<file path="config.mk">
export PLATFORM = sky130hd
export DESIGN_NAME = dct_frame_sched
export DESIGN_NICKNAME = d
export VERILOG_FILES = /design/src/rtl/dct_frame_sched.sv
export SDC_FILE = /design/constraint.sdc
export NUM_CORES = 1
export LEC_CHECK = 0
export ABC_AREA = 1
export CORE_ASPECT_RATIO = 1.25
export CORE_MARGIN = 1.5
export CORE_UTILIZATION = 45
export CTS_CLUSTER_SIZE = 10
export DETAILED_ROUTE_END_ITERATION = 6
export PLACE_DENSITY = 0.68
export SLEW_MARGIN = 20
export SYNTH_ARGS = -nofsm -noshare
export SYNTH_HDL_FRONTEND = slang
export SYNTH_SLANG_ARGS = --single-unit
</file>
<file path="constraint.sdc">
create_clock -name clk -period 2.6 [get_ports clk]
set_clock_uncertainty 0.1 [all_clocks]
set_input_delay 0.26 -clock clk [delete_from_list [all_inputs] [get_ports clk]]
set_output_delay 0.26 -clock clk [all_outputs]
set_load 0.1 [all_outputs]
</file>
<file path="src/rtl/dct_frame_sched.sv">
`default_nettype none
//============================================================================
// dct_frame_sched : walks a frame of 8x8 blocks, feeds dct2d one block at a
// time and streams its coefficients. Define ZIGZAG_EN for zigzag read order.
// Revision: 1.0
//============================================================================
module dct_frame_sched #(
   parameter int FADDR_W = 16
) (
   input  logic               clk,
   input  logic               reset_n,
   input  logic               start,
   input  logic [FADDR_W-1:0] base_addr,
   input  logic [FADDR_W-1:0] stride,
   input  logic [7:0]         width_blks,
   input  logic [7:0]         height_blks,
   output logic               busy,
   output logic               done,
   output logic               err,
   output logic               frd,
   output logic [FADDR_W-1:0] faddr,
   input  logic [7:0]         fq,
   output logic               bwren,
   output logic [5:0]         baddr,
   output logic [7:0]         bdata,
   output logic               dct_en,
   input  logic               dct_rdy,
   output logic [5:0]         caddr,
   input  logic [15:0]        cq,
   output logic               out_valid,
   input  logic               out_ready,
   output logic [15:0]        out_data,
   output logic               out_last
);

   typedef enum logic [2:0] {
      IDLE      = 3'd0,
      LOAD      = 3'd1,
      KICK      = 3'd2,
      WAIT_BUSY = 3'd3,
      WAIT_DONE = 3'd4,
      DRAIN     = 3'd5,
      NEXT      = 3'd6
   } state_t;

   state_t             r_state;
   logic [FADDR_W-1:0] r_stride;
   logic [FADDR_W-1:0] r_row_addr;   // pixel (by*8, 0)
   logic [FADDR_W-1:0] r_blk_addr;   // pixel (by*8, bx*8)
   logic [FADDR_W-1:0] r_line_addr;  // pixel (by*8+r, bx*8)
   logic [7:0]         r_width;
   logic [7:0]         r_height;
   logic [7:0]         r_bx;
   logic [7:0]         r_by;
   logic [6:0]         r_cnt;
   logic [1:0]         r_wb_cnt;
   logic [5:0]         r_n;

   logic [FADDR_W-1:0] w_next_row;
   logic [FADDR_W-1:0] w_next_blk;
   logic               w_last_col;
   logic               w_last_row;

`ifdef ZIGZAG_EN
   localparam logic [5:0] ZZ_ROM [64] = '{
      6'd0,  6'd1,  6'd8,  6'd16, 6'd9,  6'd2,  6'd3,  6'd10,
      6'd17, 6'd24, 6'd32, 6'd25, 6'd18, 6'd11, 6'd4,  6'd5,
      6'd12, 6'd19, 6'd26, 6'd33, 6'd40, 6'd48, 6'd41, 6'd34,
      6'd27, 6'd20, 6'd13, 6'd6,  6'd7,  6'd14, 6'd21, 6'd28,
      6'd35, 6'd42, 6'd49, 6'd56, 6'd57, 6'd50, 6'd43, 6'd36,
      6'd29, 6'd22, 6'd15, 6'd23, 6'd30, 6'd37, 6'd44, 6'd51,
      6'd58, 6'd59, 6'd52, 6'd45, 6'd38, 6'd31, 6'd39, 6'd46,
      6'd53, 6'd60, 6'd61, 6'd54, 6'd47, 6'd55, 6'd62, 6'd63
   };
   assign caddr = ZZ_ROM[r_n];
`else
   assign caddr = r_n;
`endif

   assign out_data   = cq;
   assign out_last   = out_valid && (r_n == 6'd63);
   // fq arrives the cycle after frd, which is exactly the cycle bwren is high
   assign bdata      = bwren ? fq : 8'd0;

   assign w_last_col = (r_bx + 8'd1) == r_width;
   assign w_last_row = (r_by + 8'd1) == r_height;
   assign w_next_row = r_row_addr + (r_stride << 3);
   assign w_next_blk = w_last_col ? w_next_row : r_blk_addr + FADDR_W'(8);

   always_ff @(posedge clk or negedge reset_n) begin
      if (!reset_n) begin
         r_state     <= IDLE;
         r_stride    <= '0;
         r_row_addr  <= '0;
         r_blk_addr  <= '0;
         r_line_addr <= '0;
         r_width     <= '0;
         r_height    <= '0;
         r_bx        <= '0;
         r_by        <= '0;
         r_cnt       <= '0;
         r_wb_cnt    <= '0;
         r_n         <= '0;
         busy        <= 1'b0;
         done        <= 1'b0;
         err         <= 1'b0;
         frd         <= 1'b0;
         faddr       <= '0;
         bwren       <= 1'b0;
         baddr       <= '0;
         dct_en      <= 1'b0;
         out_valid   <= 1'b0;
      end else begin
         done <= 1'b0;
         case (r_state)
            IDLE: begin
               if (start) begin
                  r_stride <= stride;
                  r_width  <= width_blks;
                  r_height <= height_blks;
                  err      <= 1'b0;
                  if (width_blks == 8'd0 || height_blks == 8'd0) begin
                     done <= 1'b1;
                  end else begin
                     busy        <= 1'b1;
                     r_state     <= LOAD;
                     r_bx        <= '0;
                     r_by        <= '0;
                     r_row_addr  <= base_addr;
                     r_blk_addr  <= base_addr;
                     r_line_addr <= base_addr;
                     faddr       <= base_addr;
                     frd         <= 1'b1;
                     r_cnt       <= '0;
                  end
               end
            end
            LOAD: begin
               r_cnt <= r_cnt + 7'd1;
               bwren <= frd;
               baddr <= r_cnt[5:0];
               if (r_cnt < 7'd63) begin
                  frd <= 1'b1;
                  if (r_cnt[2:0] == 3'd7) begin
                     r_line_addr <= r_line_addr + r_stride;
                     faddr       <= r_line_addr + r_stride;
                  end else begin
                     faddr <= faddr + FADDR_W'(1);
                  end
               end else begin
                  frd <= 1'b0;
               end
               if (r_cnt == 7'd64)
                  r_state <= KICK;
            end
            KICK: begin
               if (dct_rdy) begin
                  dct_en   <= 1'b1;
                  r_wb_cnt <= '0;
                  r_state  <= WAIT_BUSY;
               end
            end
            WAIT_BUSY: begin
               if (!dct_rdy) begin
                  dct_en  <= 1'b0;
                  r_state <= WAIT_DONE;
               end else if (r_wb_cnt == 2'd3) begin
                  // dct2d never acknowledged: abort the whole frame
                  dct_en  <= 1'b0;
                  err     <= 1'b1;
                  done    <= 1'b1;
                  busy    <= 1'b0;
                  r_state <= IDLE;
               end else begin
                  r_wb_cnt <= r_wb_cnt + 2'd1;
               end
            end
            WAIT_DONE: begin
               if (dct_rdy) begin
                  out_valid <= 1'b1;
                  r_n       <= '0;
                  r_state   <= DRAIN;
               end
            end
            DRAIN: begin
               if (out_ready) begin
                  r_n <= r_n + 6'd1;
                  if (r_n == 6'd63) begin
                     out_valid <= 1'b0;
                     r_state   <= NEXT;
                  end
               end
            end
            NEXT: begin
               r_bx       <= w_last_col ? 8'd0 : r_bx + 8'd1;
               r_blk_addr <= w_next_blk;
               if (w_last_col) begin
                  r_by       <= r_by + 8'd1;
                  r_row_addr <= w_next_row;
               end
               if (w_last_col && w_last_row) begin
                  done    <= 1'b1;
                  busy    <= 1'b0;
                  r_state <= IDLE;
               end else begin
                  r_line_addr <= w_next_blk;
                  faddr       <= w_next_blk;
                  frd         <= 1'b1;
                  r_cnt       <= '0;
                  r_state     <= LOAD;
               end
            end
            default: r_state <= IDLE;
         endcase
      end
   end

endmodule
`default_nettype wire

</file>
=== After elaboration in Yosys (flattened, before gate mapping) ===
Cells that the tools add are included.

* Input bits: 77
* Output and inout port bits: 60
* Memory bits (writable): 0
* Word-level logic and storage cells: 151
* Flip-flop bits (word level): 143
* Memory bits (read-only): 0
* Memories: 0
* Latch bits: 0

* Reductions and logical operators: 25
* Add/subtract/negate cells: 9
* $lt $le $gt $ge: 1
* Shift operators: 0
* Div/mod/pow operators: 0
* Bitwise gates (word level): 0
* Multiply operators: 0
* Eq/ne operators: 28
* Muxes and demuxes: 67

{| class="wikitable"
|+ Operators by type and width
! operator !! count
|-
| $mux 16 || 9
|-
| $pmux 16 s3 || 2
|-
| $pmux 16 s2 || 2
|-
| $mux 8 || 5
|-
| $add 16x16->16 || 2
|-
| $pmux 8 s2 || 2
|-
| $ne 2x2->1 const B || 15
|-
| $mux 3 || 9
|-
| $mux 7 || 3
|-
| $pmux 3 s7 || 1
|-
| $pmux 7 s3 || 1
|-
| $mux 1 || 20
|-
| $reduce_and 4->1 || 5
|-
| $add 16x1->16 const B || 1
|-
| $add 16x4->16 const B || 1
|-
| $add 8x1->8 const B || 2
|-
| $eq 8x8->1 || 2
|-
| $logic_not 8->1 || 2
|-
| $eq 3x3->1 const B || 4
|-
| $mux 6 || 2
|-
| $pmux 6 s2 || 1
|-
| $reduce_and 6->1 || 2
|-
| $pmux 1 s3 || 3
|-
| $reduce_and 3->1 || 3
|-
| other kinds (21) || 31
|}

=== Longest topological paths before layout ===
* Word-level depth: 5
* Depth in mapped cells: 16
* Mapped depth without buffers: 16

=== Worst setup path before layout ===
OpenSTA, ideal clock, no wires.

* Path kind: register -> output
* Start: reg r_n[1] (netlist: caddr[1])
* End: out out_last
* Cell stages (with the launch flop): 4
* Slack: -0.432 ns
* Data arrival time: 2.672 ns
* Required time: 2.240 ns
* Path buffers: 0
* Cells stage by stage: dfrtp_1 > ha_1 > nand4_1 > nor2_1

* Word-level cells in the longest chain between the ends: 2

{| class="wikitable"
|+ RTL lines
! item !! RTL line !! text
|-
| start, declared || 57 || <nowiki>logic [5:0] r_n;</nowiki>
|-
| start signal, assigned || 187 || <nowiki>r_n <= r_n + 6'd1;</nowiki>
|-
| $eq 6x6->1 || 81 || <nowiki>assign out_last = out_valid && (r_n == 6'd63);</nowiki>
|-
| $logic_and 1x1->1 || 81 ||
|-
| end, declared || 33 || <nowiki>output logic out_last</nowiki>
|}

No other way between the ends.

=== Final worst setup path ===
* Start: reg r_by[1]
* End: reg faddr[10]

* Word-level cells in the longest chain between the ends: 5

{| class="wikitable"
|+ RTL lines
! item !! RTL line !! text
|-
| start, declared || 54 || <nowiki>logic [7:0] r_by;</nowiki>
|-
| start signal, assigned || 198 || <nowiki>r_by <= r_by + 8'd1;</nowiki>
|-
| $add 8x1->8 || 86 || <nowiki>assign w_last_row = (r_by + 8'd1) == r_height;</nowiki>
|-
| $eq 8x8->1 || 86 ||
|-
| $logic_and 1x1->1 || 201 || <nowiki>if (w_last_col && w_last_row) begin</nowiki>
|-
| $ne 2x2->1 (no source line) || -- ||
|-
| $reduce_and 5->1 (no source line) || -- ||
|-
| end signal, assigned || 132 || <nowiki>faddr <= base_addr;</nowiki>
|-
| end signal, assigned || 146 || <nowiki>faddr <= r_line_addr + r_stride;</nowiki>
|-
| end signal, assigned || 207 || <nowiki>faddr <= w_next_blk;</nowiki>
|-
| end, declared || 21 || <nowiki>output logic [FADDR_W-1:0] faddr,</nowiki>
|}

No other way between the ends.
A chain may end at the register's enable or synchronous reset.

==> out/metrics.yaml <==
outcome: "completed"
cp.arrival_ps: 2730
dp_slack_ps: 92.86
grtUsageTotal_pct: 26.74
place.port_buffers: 104
layout-drive-gt1-share_pct: 10.28
synth_common_cells: "nand2_1, inv_1, nand3_1"
vias_per_cell: 5.285
synthArstFlopShare_pct: 100.0
nets: 1639
setup_viol: 0
clock_sinks: 143
final_max_slew_viol_count: 0
drt_wl_total_um: 28800
first_global_vias: 9398
seq_area_frac_synth_pct: 36.77
drc_errors: 0
antenna_found_initial: 0
critical_path_class: "reg -> reg"
crit_path_end_kind: "flop"
clkLatencyLatePin_ps: 440
synth.most_common_cell: "nand2_1"
synth_nets: 1525
routedWlPerCell_um: 15.90
numCtsBuffers: 17
drtIter0Drc: 574
clk_pin_slew_ps: 60
max_freq_ghz: 0.4008
ff2ff_path_depth: 15
netlist_top_cells_area: "dfrtp_1, nand2_1, nand3_1, inv_1, ha_1"
startpoint: "r_by[1]"
grt-ovfl-total: 0
holdCritPathClass: "in -> async"
die_x_um: 134.5
finalCriticalPeriod_ps: 2495
fillers: 2042
worstPathMaxFanout: 15
synthCells: 1410
vdd_drop_max_mv: 1.057
syn-cell-area_mm2: 0.009732
die_h_um: 167.4
critPathLaunchType: "flop"
maxCapViolCount: 0
ios: 137
place_congestion: 0.9629
drt-pass1-iter-count: 5
p_per_area_mw_per_mm2: 1474
grt_max_degree: 54
holdWs_ps: 242.0
worstMarginPinSlew_ps: 882.6
avgSynthCellArea_um2: 6.902
dieArea_mm2: 0.02252
fin_tns_setup_ps: 0
area.growth.synth_to_final_pct: 20.85
yosysTopAreaCell: "dfrtp_1"
synth_seq_cells: 143
grt_pass1_wl_um: 47130
synth_top_area_share_pct: 36.77
slew_headroom_pct: 41.10
synth-main-ff-cell: "dfrtp_1"
postRouteAntennaNets: 0
synth.distinct_cells: 45
num_rows: 59
synth-edff-count: 0
fin_crit_sh_pct: 95.96
core_mm2: 0.02104
hpwl_um: 22330
p_leak_nw: 6.106
setup_ws_ps: 105.1
cts_tree: "yes"
antenna_cells: 0
final_util_pct: 55.90
vias: 9571
cts_max_level: 4
cts.path.max_buffers: 2
cts-root-buf: "clkbuf_16"
timing.rr.start: "r_by[1]"
yosysWarnings: 0
worstPathRequired_ps: 2830
start_util_pct: 46.26
hold_violations: 0
[path summary, 6_finish.rpt]
| path | to | slack [ps] |
|---|---|---|
| setup / recovery | faddr[10] | 110 |
| hold / removal | r_height[3] | 240 |
| setup reg to reg | faddr[10] | 110 |
| hold reg to reg | r_stride[14] | 380 |
| max in group asynchronous | caddr[4] | 1430 |
| min in group clk | r_stride[13] | 260 |
[sequential cells by signal, indices dropped and copies added (netlist names)]
signal / cells
out_valid: 1
r_height: 8
busy: 1
caddr: 6
baddr: 6
r_blk_addr: 16
dct_en: 1
frd: 1
r_bx: 8
r_state: 3
r_wb_cnt: 2
r_width: 8
r_cnt: 7
faddr: 16
bwren: 1
r_stride: 16
r_by: 8
r_line_addr: 16
r_row_addr: 16
done: 1
err: 1
[layout by cell type, fill, tap and decap left out, drive strengths merged]
cell,count
o21a,8
fa,2
nand3,162
nand3b,9
a21boi,3
a21o,4
clkdlybuf4s50,59
bufinv,4
o21ai,62
nand2,516
clkinv,5
o21bai,3
or2,8
o31ai,1
nor3,14
a22o,1
buf,85
nand4,25
clkinvlp,2
nor3b,1
ha,36
dlygate4sd3,1
a21oi,31
nor4,4
a22oi,3
a31oi,20
a221oi,1
o211ai,2
inv,168
xnor2,13
dfrtp,143
a31o,1
xor2,17
o22ai,10
nor2,95
clkbuf,18
[stage by stage]
stage / instances / power [mW] / area (um^2)
3_5_place_dp: 1772 / 14.36 / 11000
5_1_grt: 1811 / 18.74 / 11760
3_3_place_gp: 1772 / 14.25 / 11000
6_report: 1811 / 17.33 / 11760
4_1_cts: 1805 / 17.11 / 11640
2_1_floorplan: 1410 / 11.75 / 9734
[kinds of logic (layout without fill, tap and decap cells)]
kind of cell / Yosys count / after routing / synth area share, %
xor+xnor: 30 / 30 / 2.700
buf+inv: 215 / 342 / 9.398
fa+ha+maj: 38 / 38 / 5.040
compound gates: 150 / 150 / 8.871
flops: 143 / 143 / 36.77
simple gates: 834 / 834 / 37.22
[power by group]
group / switching [mW] / internal (mW) / leakage [nW]
Combinational: 7.19 / 3.36 / 4.02
Clock: 1.06 / 1.62 / 0.303
Sequential: 0.923 / 3.18 / 1.78
Total: 9.17 / 8.17 / 6.11
[routing by layer]
metal  vias up  wire length, um  GRT usage, %
met4         0             1158         12.34
met1      4472            12330         33.63
met2       266            14000         45.15
met3        61             1314         3.936
li1       4772                -             -
met5         -                0             0
[critical path, cell delays in order (launching register included)]
cell	delay [ps]
dfrtp_1	430
ha_4	190
or2_2	300
nand2_1	80
nand2_1	60
nand2_1	50
nand3_1	70
nor2_1	140
nand2_1	110
nor2_4	170
nand3_4	170
nand2_8	150
nor2_4	60
buf_12	160
nand2_1	90
nand2_1	50
[cell type report]
cell class	instances	area, um^2	share of cell area (%)
Clock inverter	14	205.2	1.745
Multi-Input combinational cell	1052	5293	45.00
Inverter	165	619.3	5.266
Sequential cell	143	3580	30.44
Clock buffer	18	429.2	3.649
Timing Repair Buffer	145	1292	10.99
Tap cell	274	342.8	2.915
[timing repair]
| item | 4_1_cts | 5_1_grt |
|---|---|---|
| hold endpoints to repair | 50 | 0 |
| hold buffers | 1 | 0 |
| resized for setup | 0 | 13 |
| buffers inserted | 0 | 6 |
| setup endpoints to repair | 0 | 36 |
Power figures use the tool's default switching activity.
